$ cat config.mk
export PLATFORM = sky130hd
export DESIGN_NAME = mem_access_arbiter
export DESIGN_NICKNAME = d
export VERILOG_FILES = /design/src/rtl/mem_access_arbiter.sv
export SDC_FILE = /design/constraint.sdc
export NUM_CORES = 1
export LEC_CHECK = 0
export ABC_CLOCK_PERIOD_IN_PS = 3500
export BUFFER_PORTS_ARGS = -buffer_cell sky130_fd_sc_hd__buf_2
export CORE_MARGIN = 2
export CORE_UTILIZATION = 45
export DETAILED_ROUTE_END_ITERATION = 8
export PLACE_DENSITY = 0.87
export SKIP_LAST_GASP = 1
export SYNTH_ARGS = -nofsm -noshare
export SYNTH_HDL_FRONTEND = slang
export SYNTH_SLANG_ARGS = --single-unit
$ cat constraint.sdc
create_clock -name clk -period 3.5 [get_ports clk]
set_input_delay 0.7 -clock clk [delete_from_list [all_inputs] [get_ports clk]]
set_output_delay 0.7 -clock clk [all_outputs]
set_load 0.005 [all_outputs]
$ cat src/rtl/mem_access_arbiter.sv
// Two-port memory access arbiter.
// Port 0 (fetch) and port 1 (data) share a single synchronous memory.
// Ties are broken round-robin. Each transaction walks IDLE -> ACCESS ->
// (WAIT x RD_LAT for reads) -> RESP. Every output is registered.
module mem_access_arbiter #(
   parameter int AW     = 32,
   parameter int DW     = 32,
   parameter int RD_LAT = 1
) (
   input  logic          clk,
   input  logic          reset,
   input  logic          req0,
   input  logic          req1,
   input  logic          we0,
   input  logic          we1,
   input  logic [AW-1:0] addr0,
   input  logic [AW-1:0] addr1,
   input  logic [DW-1:0] wdata0,
   input  logic [DW-1:0] wdata1,
   output logic          ack0,
   output logic          ack1,
   output logic [DW-1:0] rdata0,
   output logic [DW-1:0] rdata1,
   output logic          chip_select,
   output logic          out_enable,
   output logic          wire_enable,
   output logic [AW-1:0] mem_addr,
   output logic [DW-1:0] mem_wdata,
   input  logic [DW-1:0] mem_rdata,
   output logic          busy
);

   typedef enum logic [1:0] {IDLE, ACCESS, WAIT, RESP} state_t;

   // The counter loads RD_LAT-1 and exits WAIT once it reaches zero.
   // The result is exactly RD_LAT WAIT cycles.
   localparam logic [3:0] WAIT_INIT = 4'(RD_LAT - 1);

   state_t     state;
   logic [3:0] wait_cnt;
   logic       last_grant;
   logic       port_l;
   logic       we_l;
   logic       grant_port;

   // Round-robin winner.
   // A lone requester wins outright.
   // On a tie, the port that was not granted last wins.
   always_comb begin
      grant_port = 1'b0;
      grant_port = req1 & (~req0 | ~last_grant);
   end

   // FSM with registered strobes.
   // The strobes are loaded on the edge that enters ACCESS, so they are high
   // only during ACCESS. They are cleared by default on every other edge.
   always_ff @(posedge clk) begin
      if (reset) begin
         state       <= IDLE;
         wait_cnt    <= 4'd0;
         last_grant  <= 1'b1;
         port_l      <= 1'b0;
         we_l        <= 1'b0;
         ack0        <= 1'b0;
         ack1        <= 1'b0;
         rdata0      <= '0;
         rdata1      <= '0;
         chip_select <= 1'b0;
         out_enable  <= 1'b0;
         wire_enable <= 1'b0;
         mem_addr    <= '0;
         mem_wdata   <= '0;
         busy        <= 1'b0;
      end else begin
         ack0        <= 1'b0;
         ack1        <= 1'b0;
         chip_select <= 1'b0;
         out_enable  <= 1'b0;
         wire_enable <= 1'b0;
         unique case (state)
            IDLE: begin
               if (req0 | req1) begin
                  state       <= ACCESS;
                  busy        <= 1'b1;
                  port_l      <= grant_port;
                  last_grant  <= grant_port;
                  we_l        <= grant_port ? we1 : we0;
                  mem_addr    <= grant_port ? addr1 : addr0;
                  mem_wdata   <= grant_port ? wdata1 : wdata0;
                  chip_select <= 1'b1;
                  out_enable  <= ~(grant_port ? we1 : we0);
                  wire_enable <= grant_port ? we1 : we0;
               end
            end
            ACCESS: begin
               if (we_l) begin
                  state <= RESP;
                  ack0  <= ~port_l;
                  ack1  <= port_l;
               end else begin
                  state    <= WAIT;
                  wait_cnt <= WAIT_INIT;
               end
            end
            WAIT: begin
               if (wait_cnt == 4'd0) begin
                  state <= RESP;
                  ack0  <= ~port_l;
                  ack1  <= port_l;
                  if (port_l) rdata1 <= mem_rdata;
                  else        rdata0 <= mem_rdata;
               end else begin
                  wait_cnt <= wait_cnt - 4'd1;
               end
            end
            RESP: begin
               state <= IDLE;
               busy  <= 1'b0;
            end
            default: state <= IDLE;
         endcase
      end
   end

endmodule

# After elaboration in Yosys (flattened, before gate mapping)
# Index checks and enable logic that the tools add are counted.
dict set report totals {
  register_bits 143
  input_bits 166
  out_inout_bits 134
  word_cells 63
}
dict set report op_classes {
  addsub 1
  bitwise_logic 9
  reduce_logical 12
  eq_ne 7
  mux 19
}
# cell n
set ops {}
lappend ops {{32-bit 2-to-1 mux} 2}
lappend ops {{3-bit AND reduction} 3}
lappend ops {{1-bit 2-to-1 mux} 8}
lappend ops {{4-bit 2-to-1 mux} 2}
lappend ops {{2-bit inequality test (second input constant)} 4}
lappend ops {{2-bit one-hot mux with 4 select lines} 1}
lappend ops {{4-bit one-hot mux with 2 select lines} 1}
lappend ops {{1-bit NOT} 6}
lappend ops {{1-bit one-hot mux with 2 select lines} 3}
lappend ops {{2-bit AND reduction} 3}
lappend ops {{2-bit == test (second input constant)} 2}
lappend ops {{4-bit zero test} 1}
lappend ops {{2-bit 2-to-1 mux} 2}
lappend ops {{2-bit nonzero test} 2}
lappend ops {{4-bit by 1-bit subtractor with 4-bit output (second input constant)} 1}
lappend ops {{3-bit OR reduction} 1}
lappend ops {{2-bit by 1-bit == test with 1-bit output (second input constant)} 1}
lappend ops {{2-bit zero test} 1}
lappend ops {{1-bit bitwise OR} 2}
lappend ops {{2-bit OR reduction} 1}
lappend ops {{1-bit AND} 1}

# Longest topological paths before layout
# Gate-level depths: netlist of the first run.
dict set report logic_depth {
  depth_word 5
  ltp_mapped 7
  depth_no_buf 5
}

# Least setup slack after synthesis of the first run
# OpenSTA, ideal clock, no wires.
dict set report synth_path {
  path_kind {input to register}
  from {input port req1}
  to {register mem_addr[11]}
  setup_ps 133
  cell_stages 5
  required_time_ps 3367
  path_slack_ps 1901
  path_buffers 2
  t_arrival_ps 1466
  cell_sequence {a21boi_2 buf_6 buf_6 mux2i_1 a21oi_1}
}
dict set report synth_between {
  elab_chain_cells 2
  elab_cells_between_ends 4
  cone_classes {mux: 1; bitwise: 2; reduce/logical: 1}
}
# item line_no
set synth_rtl {}
lappend synth_rtl {{from (decl)} 13} ;# input logic req1,
lappend synth_rtl {{1-bit AND or 1-bit bitwise OR (tied branches)} {51, 82}}
lappend synth_rtl {{32-bit 2-to-1 mux or 2-bit AND reduction (tied branches)} n/a}
lappend synth_rtl {{to (signal assigned)} 88} ;# mem_addr <= grant_port ? addr1 : addr0;
lappend synth_rtl {{to (decl)} 27} ;# output logic [AW-1:0] mem_addr,
# Several ways; a longest one is shown, not always the timed one.
# A chain may end at the register's enable or synchronous reset.

# Final worst setup path of the first run
dict set report layout_path {
  from {register state[0]}
  to {register rdata1[31]}
}
dict set report layout_between {
  elab_chain_cells 2
}
# item line_no
set layout_rtl {}
lappend layout_rtl {{from (decl)} 39} ;# state_t state;
lappend layout_rtl {{from (signal assigned)} 59} ;# state <= IDLE;
lappend layout_rtl {{from (signal assigned)} 83} ;# state <= ACCESS;
lappend layout_rtl {{from (signal assigned)} 97} ;# state <= RESP;
lappend layout_rtl {{2-bit == test} 80} ;# unique case (state)
lappend layout_rtl {{3-bit AND reduction (no line)} n/a}
lappend layout_rtl {{to (signal assigned)} 110} ;# if (port_l) rdata1 <= mem_rdata;
lappend layout_rtl {{to (decl)} 23} ;# output logic [DW-1:0] rdata1,
# Every way passes these cells.

==> results.cfg, run 1 <==
[synthesis]
syn_inst = 657
ys_seq_area_frac = 0.488
yosysTopAreaCell = dfxtp_1
ys_top_cells_by_area = dfxtp_1 (49%), o21ai_0 (11%), mux2i_1 (11%)
syn_avg_cell_area_um2 = 8.93
synth_mux_area_frac = 0.113
synth-seq-cells = 143
synthXorXnorAreaFrac = 0
synth-main-ff-cell = dfxtp_1
yosys.area_share.simple = 0.0840
yosysUniqueCellTypes = 35
synth_top_family_by_area = compound AO/OA/AOI/OAI gates
synth_top_area_frac = 0.488
synth_area_um2 = 5870
synth.net_count = 829
ys.warnings.count = 0
synth_edf_count = 0
synth_compound_area_frac = 0.243
synthArstFlopShare = 0
synthAdderAreaFrac = 0.0128

[die]
io_pins = 300
die_h_um = 118
core_area_um2 = 12700
start_util = 0.463
die_area_um2 = 14000
std_cell_rows = 41
die_w_um = 118

[cts]
numCtsBuffers = 17
post_cts_buffers = 0
cts-resized-gates = 0
cts_root_buffer = clkbuf_16
clk_path_buf_depth = 2
cts_tree = built
holdBufCountCts = 0
cts.sink_count = 143
cts_max_level = 4
clock_latency_ns = 0.42
cts.clk_slew.worst_paths_ns = 0.06

[routing]
drtPass1Iterations = 5
ant_nets = 0
routed.top_layer = met4
met3WireLength_um = 1630
vias = 6010
wl_per_cell_um = 16.3
routed_via_density = 5.43
wirelength_um = 18000
drt-met1-wl_um = 7200
drc_errors = 0
wl_met2_um = 8760
drt-initial-drc-count = 697

[critical_path]
cp_max_fo = 39
required_ns = 3.76
crit_path_end_kind = flip-flop
critPathMaxStageDelay_ns = 0.51
crit_slowest_cell = nand4bb_2
cp.arrival_ns = 2.62
r2r-start = state[0]
critical_path_class = reg2reg
r2r_cells = 6
cp-start-kind = flip-flop
worstPathCellList = inv_1 -> ha_1 -> nand4bb_2 -> buf_4 -> o21ai_0 -> a21oi_1
r2r-end = rdata1[31]
rrSetupSlack_ns = 1.14

[power]
p_int_mw = 3.90
ir_drop_mv = 0.327
switching_share = 0.328
p_clk_frac = 0.323
p_leak_nw = 3.63
powerDensity_nw_per_um2 = 726
seqPwrFrac = 0.390
p_comb_frac = 0.287
p_switching_mw = 1.90

[sta]
min_period_ns = 2.36
rsz0062_at_grt = false
finalSetupViolCount = 0
finalClockSkew_ns = 0.00629
post-route-period-util = 0.673
slew_violations = 0
hold_violations = 0
fmax_ghz = 0.424
slew-limit-headroom = 0.334
worstMarginPinSlew_ns = 0.999
fin_setup_tns_ns = 0

[place]
dp.cells = 1075
place_area_um2 = 7380
place_congestion = 0.966
io_buffers = 299
dp.final_hpwl_um = 12700

[worst_hold_path]
hold_path_depth = 2
min_path_type = reg2reg
min_to = rdata1[29]
min-delay-start = rdata1[29]

[global_route]
grt_pass1_vias = 5512
antenna_found_initial = 0
grt.total_usage = 0.247
grt_max_degree = 75
gr-total-overflow = 0
grt_pass1_wl_um = 27700

[layout]
final_cell_mix = buf_2 (299), dfxtp_1 (142), o21ai_0 (133)
diodes = 0
layout.nets = 1094
fillers = 1057
final-seq-area_um2 = 2860
syn2layout_area_growth_pct = 36.4
final_layout_size_suffix_gt1_frac = 0.372
final_area_um2 = 8000
multiInputGateArea_um2 = 2670
final_common_cell = buf_2
stdcell_count = 1107
final_util = 0.631

[status]
status = complete, no violations

[run]
cap_violations = 0
[cell type report]
type,count,share of cell area
clock buffer,23,0.0610
clock inverter,9,0.0163
inverter,7,0.00328
multi-input combinational,443,0.334
sequential,143,0.358
tap,172,0.0269
timing repair buffer,310,0.200
[how the worst max path moves through the flow]
stage / from / to / slack, ns / cells past startpoint
after floorplan: req1 / mem_addr[11] / 1.90 / 5
after global placement: state[0] / rdata1[0] / 1.35 / 6
after detailed placement: req1 / mem_wdata[14] / 1.28 / 5
after CTS: state[0] / rdata1[31] / 1.23 / 6
after global routing: state[0] / rdata1[31] / 0.98 / 6
final: state[0] / rdata1[31] / 1.14 / 6
[worst max-delay path, delay by kind of cell (launching register included)]
family                     cells  cell delay [ns]
and+or+nand+nor                1             0.51
buffers and inverters          2             0.56
DFF                            1             0.34
AOI/OAI and AO/OA              2             0.44
adders and majority gates      1             0.34
[state kept, by name, summed over array words and instances, names as in the netlist]
signal and flops:
ack0 1, ack1 1, busy 1, chip_select 1, last_grant 1, mem_addr 32
mem_wdata 32, out_enable 1, port_l 1, rdata0 32, rdata1 32, state 2
wait_cnt 4, we_l 1, wire_enable 1
[cell families (layout without fill, tap and decap cells)]
family | after synthesis | in the layout
buffers and inverters | 71 | 349
AO/OA/AOI/OAI | 277 | 277
adder cells (fa/ha/maj) | 6 | 6
AND/OR/NAND/NOR | 94 | 94
multiplexers | 66 | 66
flip-flops | 143 | 143
[cells in the mapped netlist, drive strengths merged, types with 2 or more instances]
cell type  number
a21oi         130
ha              6
nand2           4
and2            2
nor2b           3
clkbuf         39
a31oi           2
nor2            8
nor4            3
o2bb2ai         2
o21ai         133
or3b            2
buf            25
o211ai          2
dfxtp         143
a211oi          3
nand3          64
nor3            2
o31ai           2
inv             7
mux2i          66
[power groups by stage]
stage          logic [mW]  registers, mW  clock network [mW]
2_1_floorplan       0.933           2.29                   0
3_3_place_gp         1.63           2.27                   0
3_5_place_dp         1.65           2.27                   0
4_1_cts              1.66           2.26                1.90
5_1_grt              1.84           2.30                1.98
6_report             1.67           2.26                1.88
[through the flow]
step / power (mW) / hold WS [ns] / setup slack, ns
finish: 5.81 / 0.470 / 1.14
global placement: 3.90 / 0.458 / 1.35
floorplan: 3.22 / 0.454 / 1.90
global route: 6.12 / 0.491 / 0.982
detailed placement: 3.93 / 0.464 / 1.28
CTS: 5.82 / 0.472 / 1.23
[metal layers]
metal / track usage / vias to the layer above
met5: 0 / -
met4: 0.103 / 0
met3: 0.0652 / 41
met2: 0.409 / 309
met1: 0.304 / 2753
li1: - / 2907
Note: power is estimated with default switching activity, not from simulation.
==> inputs of run 2 (changes only) <==
- ABC_CLOCK_PERIOD_IN_PS: 3500 -> 1960
- CORE_UTILIZATION: 45 -> 41
- PLACE_DENSITY: 0.87 -> 0.84
- clock period: 3.5 -> 1.96 ns (I/O delays scaled with it)
==> run 2 against run 1 <==
Against the previous run:
- clock power increased by 64%
- sequential power up 78%
- cell count rose by 1.1%
- worst setup slack lost 0.90 ns
==> results.cfg, run 2 (synthesized netlist as in run 1, its figures left out) <==
[sta]
finalClockSkew_ns = 0.00941
post-route-period-util = 0.877
finalSetupViolCount = 0
fmax_ghz = 0.581
rsz0062_at_grt = false
worstMarginPinSlew_ns = 0.593
min_period_ns = 1.72
hold_violations = 0
slew_violations = 0
slew-limit-headroom = 0.604
fin_setup_tns_ns = 0

[die]
die_area_um2 = 15300
die_h_um = 124
die_w_um = 124
core_area_um2 = 13900
std_cell_rows = 43
start_util = 0.421
io_pins = 300

[layout]
final_area_um2 = 8080
final_layout_size_suffix_gt1_frac = 0.375
diodes = 0
final_common_cell = buf_2
syn2layout_area_growth_pct = 37.8
final_util = 0.580
final_cell_mix = buf_2 (299), dfxtp_1 (142), o21ai_0 (133)
layout.nets = 1101

[critical_path]
crit_family = simple AND/OR/NAND/NOR gates
required_ns = 2.30
worstPathCellList = inv_1 -> ha_1 -> or3b_2 -> o21ai_0 -> mux2i_1
critPathMaxStageDelay_ns = 0.51
cp_num_buf_inv = 1
rrSetupSlack_ns = 0.24
r2r_cells = 5
crit_slowest_cell = or3b_2
startpoint = state[0]
r2r-end = state[1]
worst-path-stages = 5
cp-endpoint = state[1]
crit_path_end_kind = flip-flop
cp_max_fo = 6
r2r-start = state[0]
cp.arrival_ns = 2.06
cp-start-kind = flip-flop
critical_path_class = reg2reg

[power]
powerDensity_nw_per_um2 = 1270
p_leak_nw = 3.66
ir_drop_mv = 0.805

[cts]
cts_max_level = 4
cts-resized-gates = 0
post_cts_buffers = 0
holdBufCountCts = 0
cts_root_buffer = clkbuf_16
cts_tree = built
numCtsBuffers = 17
cts.clk_slew.worst_paths_ns = 0.06
cts.sink_count = 143
clk_path_buf_depth = 2
clock_latency_ns = 0.41

[status]
status = complete, no violations

[routing]
routed_via_density = 5.39
wirelength_um = 18100
drc_errors = 0
vias = 6031
drt-initial-drc-count = 444
ant_nets = 0
drtPass1Iterations = 5
wl_per_cell_um = 16.1

[global_route]
antenna_found_initial = 0
grt_pass1_wl_um = 26400
grt.total_usage = 0.221
grt_max_degree = 65
gr-total-overflow = 0
grt_pass1_vias = 5355

[place]
place_area_um2 = 7520
place_congestion = 0.878
io_buffers = 299
dp.final_hpwl_um = 13000

[run]
cap_violations = 0

[worst_hold_path]
min_path_type = in2reg
[run 2: per-stage QoR]
stage	cells	total power, mW	hold slack, ns	worst slack (ns)
after CTS	1119	10.3	0.226	0.234
final	1119	10.3	0.245	0.240
after global routing	1119	10.9	0.235	0.113
after detailed placement	1090	7.21	0.463	0.291
after global placement	1090	7.14	0.457	0.336
after floorplan	657	5.76	0.454	0.435
[run 2: metal layers]
metal	up-vias	global-route usage	share of wire
met5	-	0	0
met4	0	0.0852	0.025
met3	32	0.0678	0.091
met2	305	0.372	0.49
met1	2771	0.263	0.39
li1	2923	-	-
[run 2: power breakdown]
part	total (mW)	leakage, nW	internal, mW	switching [mW]
registers	4.03	1.17	3.64	0.383
logic	3.18	2.22	1.34	1.83
clock network	3.08	0.273	1.89	1.19
total	10.3	3.66	6.88	3.41
[run 2: area by class of cell]
| class | count | area, um^2 |
|---|---|---|
| fill | 1181 | 5850 |
| sequential | 143 | 2860 |
| multi-input combinational | 443 | 2670 |
| timing repair buffer | 317 | 1730 |
| clock buffer | 20 | 447 |
| tap | 180 | 225 |
| clock inverter | 9 | 113 |
| inverter | 7 | 26.3 |
[run 2: worst reg2reg max path: cells and delay by family, from the launching register on]
kind / cells / cell delay (ns)
compound gates: 1 / 0.15
mux: 1 / 0.21
simple gates: 1 / 0.52
flops: 1 / 0.34
buf+inv: 1 / 0.15
fa+ha+maj: 1 / 0.28
[run 2: how the worst min path moves through the flow]
stage	from	end	slack, ns	cells past startpoint
4_1_cts	mem_rdata[30]	rdata1[30]	0.23	3
6_report	mem_rdata[9]	rdata1[9]	0.24	3
3_5_place_dp	rdata0[14]	rdata0[14]	0.46	2
3_3_place_gp	rdata1[20]	rdata1[20]	0.46	2
2_1_floorplan	wait_cnt[0]	wait_cnt[0]	0.45	1
5_1_grt	mem_rdata[23]	rdata0[23]	0.24	3
==> inputs of run 3 (changes only) <==
--- a/config.mk
+++ b/config.mk
@@ -6,10 +6,10 @@
 export NUM_CORES = 1
 export LEC_CHECK = 0
-export ABC_CLOCK_PERIOD_IN_PS = 1960
+export ABC_CLOCK_PERIOD_IN_PS = 1900
 export BUFFER_PORTS_ARGS = -buffer_cell sky130_fd_sc_hd__buf_2
 export CORE_MARGIN = 2
-export CORE_UTILIZATION = 41
+export CORE_UTILIZATION = 45
 export DETAILED_ROUTE_END_ITERATION = 8
-export PLACE_DENSITY = 0.84
+export PLACE_DENSITY = 0.87
 export SKIP_LAST_GASP = 1
 export SYNTH_ARGS = -nofsm -noshare
==> constraint.sdc (replaced) <==
create_clock -name clk -period 1.9 [get_ports clk]
set_input_delay 0.38 -clock clk [delete_from_list [all_inputs] [get_ports clk]]
set_output_delay 0.38 -clock clk [all_outputs]
set_load 0.1 [all_outputs]
==> run 3 against run 2 <==
Against the previous run:
- critical path depth increased by 2
- worst setup slack worse by 0.079 ns
- maximum frequency shrank 1.1%
- die area shrank 8.6%
- clock-buffer cell count unchanged
- register-to-register slack worse by 0.08 ns
- core utilization increased by 6.2 points
==> results.cfg, run 3 (synthesized netlist as in run 1, its figures left out) <==
[sta]
finalSetupViolCount = 0
rsz0062_at_grt = false
finalClockSkew_ns = 0.0126
slew_violations = 0
fin_setup_tns_ns = 0
post-route-period-util = 0.915
fmax_ghz = 0.575
slew-limit-headroom = 0.630
min_period_ns = 1.74
worstMarginPinSlew_ns = 0.559
worst_slack_ns = 0.161
hold_violations = 0

[die]
io_pins = 300
core_area_um2 = 12700
std_cell_rows = 41
die_area_um2 = 14000
die_h_um = 118
die_w_um = 118
start_util = 0.463

[power]
p_leak_nw = 3.69
power_mw = 15.8
seqPwrFrac = 0.264
p_switching_mw = 8.71
powerDensity_nw_per_um2 = 1940
p_int_mw = 7.11
ir_drop_mv = 1.30
switching_share = 0.550
p_clk_frac = 0.204
p_comb_frac = 0.532

[cts]
numCtsBuffers = 17
clk_path_buf_depth = 2
cts_tree = built
cts_root_buffer = clkbuf_16
cts.sink_count = 143
clock_latency_ns = 0.42
cts-resized-gates = 0
holdBufCountCts = 0
cts.clk_slew.worst_paths_ns = 0.06
post_cts_buffers = 0
cts_max_level = 4

[place]
place_area_um2 = 7560
io_buffers = 299
place_congestion = 0.885
dp.final_hpwl_um = 13100
pre_cts_ws_ns = 0.199

[routing]
drtPass1Iterations = 5
routed_via_density = 5.53
wirelength_um = 18600
drc_errors = 0
drt-initial-drc-count = 813
wl_per_cell_um = 16.7
ant_nets = 0
vias = 6180

[layout]
final_common_cell = buf_2
syn2layout_area_growth_pct = 38.7
final_area_um2 = 8140
final_layout_size_suffix_gt1_frac = 0.378
final_util = 0.642
layout.nets = 1104
final_cell_mix = buf_2 (299), dfxtp_1 (142), o21ai_0 (133)

[global_route]
grt_max_degree = 75
gr-total-overflow = 0
antenna_found_initial = 1
grt.total_usage = 0.260
grt_pass1_wl_um = 29000
grt_pass1_vias = 5873

[critical_path]
cp-start-kind = flip-flop
r2r_cells = 7
crit_path_end_kind = flip-flop
required_ns = 2.19
cp_max_fo = 64
r2r-start = state[0]
rrSetupSlack_ns = 0.16
r2r-end = rdata1[8]
critical_path_class = reg2reg
cp.arrival_ns = 2.03

[run]
cap_violations = 0

[worst_hold_path]
min_path_type = in2reg
min-delay-start = mem_rdata[18]
min_to = rdata1[18]
hold_path_depth = 3

[status]
status = complete, no violations
==> run 3: power by group through the flow <==
stage                     sequential (mW)  clock [mW]  combinational (mW)
final                                4.17        3.23                8.41
after global routing                 4.25        3.43                8.75
after CTS                            4.16        3.29                8.41
after detailed placement             4.20           0                8.39
after global placement               4.18           0                8.30
after floorplan                      9.31           0                1.72
==> run 3: critical path, cell delays in order, from the launching register on <==
cell       delay, ns
dfxtp_1         0.34
inv_1           0.13
ha_1            0.20
buf_4           0.16
nand4bb_2       0.14
buf_12          0.21
o21ai_0         0.29
a21oi_1         0.13
==> run 3: routing by layer <==
layer | global-route usage | wire [um] | vias to the layer above
li1 | - | - | 2925
met1 | 0.301 | 7050 | 2892
met3 | 0.0796 | 1820 | 40
met5 | 0 | 0 | -
met4 | 0.105 | 537 | 0
met2 | 0.445 | 9220 | 323
==> run 3: per-stage QoR <==
| step | cells | hold WS (ns) |
|---|---|---|
| after floorplan | 657 | 0.454 |
| after global placement | 1085 | 0.458 |
| after detailed placement | 1085 | 0.464 |
| after CTS | 1117 | 0.210 |
| after global routing | 1118 | 0.216 |
| final | 1118 | 0.220 |
==> run 3: layout make-up <==
cell class	instances	area (um^2)
Fill cell	1056	4540
Clock inverter	12	138
Multi-Input combinational cell	443	2670
Tap cell	172	215
Clock buffer	20	437
Antenna cell	1	2.50
Timing Repair Buffer	320	1780
Inverter	7	26.3
Sequential cell	143	2860
==> run 3: how the worst max path moves through the flow <==
| stage | from | end |
|---|---|---|
| 2_1_floorplan | state[0] | rdata0[0] |
| 3_3_place_gp | req1 | mem_addr[30] |
| 3_5_place_dp | state[0] | state[1] |
| 4_1_cts | state[0] | rdata1[8] |
| 5_1_grt | state[0] | rdata1[8] |
| 6_report | state[0] | rdata1[8] |
